--- src/rtl/aes_inv_round_ctrl.sv ---
// aes_inv_round_ctrl: AES inverse-cipher round sequencer.
// Walks the key store from NR down to 0. Each round key is prefetched one cycle ahead.
// Ports:
//   clk, reset (sync, active-high)
//   start, key_ready          block request / key store valid
//   in_ready, busy            IDLE / not IDLE
//   key_rd_en, key_rd_addr    key store read (1-cycle latency)
//   round_idx                 key index presented to the datapath
//   first_round, last_round   datapath round qualifiers
//   state_en, done            state register load / plaintext valid pulse
module aes_inv_round_ctrl #(
    parameter int NR = 12
) (
    input  logic       clk,
    input  logic       reset,
    input  logic       start,
    input  logic       key_ready,
    output logic       in_ready,
    output logic       busy,
    output logic       key_rd_en,
    output logic [3:0] key_rd_addr,
    output logic [3:0] round_idx,
    output logic       first_round,
    output logic       last_round,
    output logic       state_en,
    output logic       done
);
    if (!(NR == 10 || NR == 12 || NR == 14)) begin : g_bad_nr
        $error("aes_inv_round_ctrl: NR must be 10, 12 or 14");
    end

    localparam logic [3:0] NR4 = 4'(NR);

    typedef enum logic [2:0] {IDLE, WAIT_KEY, PREFETCH, ROUND, DONE} state_t;

    state_t     state, state_nx;
    logic [3:0] idx_nx;

    always_ff @(posedge clk) begin
        if (reset) begin
            state     <= IDLE;
            round_idx <= '0;
        end else begin
            state     <= state_nx;
            round_idx <= idx_nx;
        end
    end

    always_comb begin
        state_nx    = state;
        idx_nx      = round_idx;
        key_rd_en   = 1'b0;
        key_rd_addr = '0;
        first_round = 1'b0;
        last_round  = 1'b0;
        state_en    = 1'b0;
        in_ready    = state == IDLE;
        busy        = state != IDLE;
        done        = state == DONE;
        case (state)
            IDLE:     if (start) state_nx = key_ready ? PREFETCH : WAIT_KEY;
            WAIT_KEY: if (key_ready) state_nx = PREFETCH;
            PREFETCH: begin
                key_rd_en   = 1'b1;
                key_rd_addr = NR4;
                idx_nx      = NR4;
                state_nx    = ROUND;
            end
            ROUND: begin
                state_en    = 1'b1;
                first_round = round_idx == NR4;
                last_round  = round_idx == 4'd0;
                // Prefetch the next key; at index 0 hold the counter so it never wraps.
                if (round_idx != 4'd0) begin
                    key_rd_en   = 1'b1;
                    key_rd_addr = round_idx - 4'd1;
                    idx_nx      = round_idx - 4'd1;
                end else begin
                    state_nx = DONE;
                end
            end
            DONE:     state_nx = IDLE;
            default:  state_nx = IDLE;
        endcase
    end
endmodule

--- config.mk ---
export PLATFORM = sky130hd
export DESIGN_NAME = aes_inv_round_ctrl
export DESIGN_NICKNAME = d
export VERILOG_FILES = /design/src/rtl/aes_inv_round_ctrl.sv
export SDC_FILE = /design/constraint.sdc
export NUM_CORES = 1
export LEC_CHECK = 0
export BUFFER_PORTS_ARGS = -buffer_cell sky130_fd_sc_hd__buf_2
export CORE_MARGIN = 2
export CORE_UTILIZATION = 25
export CTS_CLUSTER_DIAMETER = 150
export DETAILED_ROUTE_END_ITERATION = 8
export SLEW_MARGIN = 20
export SYNTH_ARGS = -nofsm -noshare
export SYNTH_HDL_FRONTEND = slang
export SYNTH_SLANG_ARGS = --single-unit
--- constraint.sdc ---
create_clock -name clk -period 4.44 [get_ports clk]
set_clock_uncertainty 0.15 [all_clocks]
set_input_delay 0.888 -clock clk [delete_from_list [all_inputs] [get_ports clk]]
set_output_delay 0.888 -clock clk [all_outputs]
set_load 0.1 [all_outputs]
==> impl_metrics.yaml <==
routing:
  drt_iter0_drc: 2
  first_pass_iters: 2
  drc: 0
  vias: 446
  ant_nets: 0
  wl_per_cell_um: 10.7
  drt_wl_total_mm: 1.09
  viasPerCell: 4.42
finish:
  n_fill_cell: 200
  fin_cells: 101
  area_growth_pct: 29.4
  layout-drive-gt1-share: 0.434
  final_nets: 83
  n_antenna_cell: 0
  layout_commonest_cell: "buf_2"
  final_cell_mix: "18 x buf_2, 9 x nor2_1, 7 x dfxtp_1, 4 x inv_1, 4 x nand2b_1"
clocking:
  cts_made_buffers: 3
  clk_path_buf_depth: 2
  cts_sinks: 7
  post_cts_buffers: 0
  htree_levels: 1
  clockRootBuffer: "clkbuf_4"
  postCtsHoldBufs: 0
  cts_tree: "built"
  clkLatencyLatePin_ns: 0.25
  cts_resized: 0
  clkTransAtPathRegs_ns: 0.05
synth:
  syn_avg_cell_area_um2: 8.76
  synth_edf_count: 0
  yosysWarnings: 0
  synth_cells: 55
  ys_async_sr_fraction: 0
  synth-seq-area-share: 0.291
  synth.net_count: 61
  ys_types: 29
  synthFlopType: "dfxtp_1"
  ys_ff_latch: 7
  syn-cell-area_um2: 482
pwr:
  vdd_drop_max_v: 0.000161
  power_density_nw_per_um2: 441
  power.total_mw: 0.275
  p_leak_nw: 0.293
sta:
  hold_viol: 0
  finalMaxSlewViolations: 0
  tightest_slew_ns: 0.489
  rsz0062_at_grt: "false"
  period_needed_ns: 3.00
  relSlewSlack: 0.676
  setup_viol: 0
  fmax_ghz: 0.334
  min_period_over_period: 0.675
  fin_setup_tns_ns: 0
setup_path:
  path_class: "register to output port"
  start_kind: "register"
  cp_data_required_time_ns: 3.40
  critPathMaxStageDelay_ns: 0.43
  critPathMaxFanout: 6
  cp.arrival_ns: 1.96
  slowest_stage: "buf_2"
  cp-end-kind: "output port"
  cp_cell_sequence: "inv_1, ha_1, nor3b_4, a21o_4, a21oi_1, buf_2"
flow_run:
  max_cap_viol_count: 0
floorplanning:
  initial_core_util: 0.273
  pin_count: 19
  fp.dieArea_um2: 2290
  fp.dieH_um: 47.9
  rows: 15
  coreArea_um2: 1760
  die_x_um: 47.9
grt:
  grt_pass1_wl_mm: 1.86
  first_global_vias: 418
  grt-ovfl-total: 0
  grt.total_usage: 0.122
  grt_max_degree: 9
  antenna_found_initial: 0
place:
  placed_cells: 97
  place_congestion: 0.676
  dp_hpwl_um: 851
  portBuffers: 18
worst_hold_path:
  holdCritPathClass: "register to register"
status:
  status: "finished clean"
-- cell type report --
type	count	area, um^2	share of cell area
tap	25	31.3	0.0502
clock buffer	4	26.3	0.0422
inverter	6	27.5	0.0442
timing repair buffer	18	90.1	0.145
multi-input combinational	41	308	0.494
sequential	7	140	0.225
-- power by group --
group	total, mW	internal, mW	switching (mW)
Clock	0.0593	0.0344	0.0249
Combinational	0.136	0.0298	0.107
Sequential	0.0794	0.0679	0.0114
Total	0.275	0.132	0.143
-- through the flow --
step                      hold WS, ns  worst slack [ns]   util  cell area (um^2)
final                           0.395              1.44  0.353               623
after global routing            0.446              1.30  0.353               623
after CTS                       0.401              1.43  0.353               623
after detailed placement        0.388              1.73  0.338               597
after global placement          0.375              1.76  0.338               597
after floorplan                 0.412            0.0701      -               487
-- path summary, 6_finish.rpt --
check        depth (start not counted)                      start                        end  slack [ns]
max                                  6  round_idx[0]$_SDFFE_PP0P_             key_rd_addr[3]        1.44
min                                  2  round_idx[1]$_SDFFE_PP0P_  round_idx[1]$_SDFFE_PP0P_        0.40
max reg2reg                          7  round_idx[0]$_SDFFE_PP0P_  round_idx[2]$_SDFFE_PP0P_        2.70
min reg2reg                          2  round_idx[1]$_SDFFE_PP0P_  round_idx[1]$_SDFFE_PP0P_        0.40
-- registers in the layout (all words and copies together) (netlist names) --
name       cells
round_idx      4
state          3
-- cells by family (layout without fill, tap and decap cells) --
logic type               count (synthesis)  in the layout  synth area share
AO/OA/AOI/OAI                           12             12             0.226
XOR/XNOR                                 2              2            0.0364
adder cells (fa/ha/maj)                  2              2            0.0519
buffers and inverters                    7             28            0.0805
flip-flops                               7              7             0.291
multiplexers                             1              1            0.0208
AND/OR/NAND/NOR                         24             24             0.293
-- worst max-delay path, delay by kind of cell, from the launching register on --
family                   cells  cell delay, ns
AO/OA/AOI/OAI                2            0.36
flip-flops                   1            0.42
adder cells (fa/ha/maj)      1            0.23
AND/OR/NAND/NOR              1            0.16
buffers and inverters        2            0.52
-- cells in the mapped netlist (all sizes together) (2+ instances only) --
library cell | n | share of area
xnor2 | 2 | 0.036
a21oi | 4 | 0.049
a211oi | 2 | 0.042
dfxtp | 7 | 0.29
nor3b | 2 | 0.055
nor2 | 9 | 0.070
ha | 2 | 0.052
nand2b | 5 | 0.070
inv | 5 | 0.039
nor3 | 3 | 0.031
-- per-layer routing --
metal	routed length (um)	part of all wire	vias to the layer above	track usage
met5	0	0	-	0
met4	5	0.0046	0	0.0486
met1	467	0.43	193	0.141
met3	100	0.092	2	0.0679
met2	512	0.47	15	0.187
li1	-	-	236	-
Power figures use the tool's default switching activity.
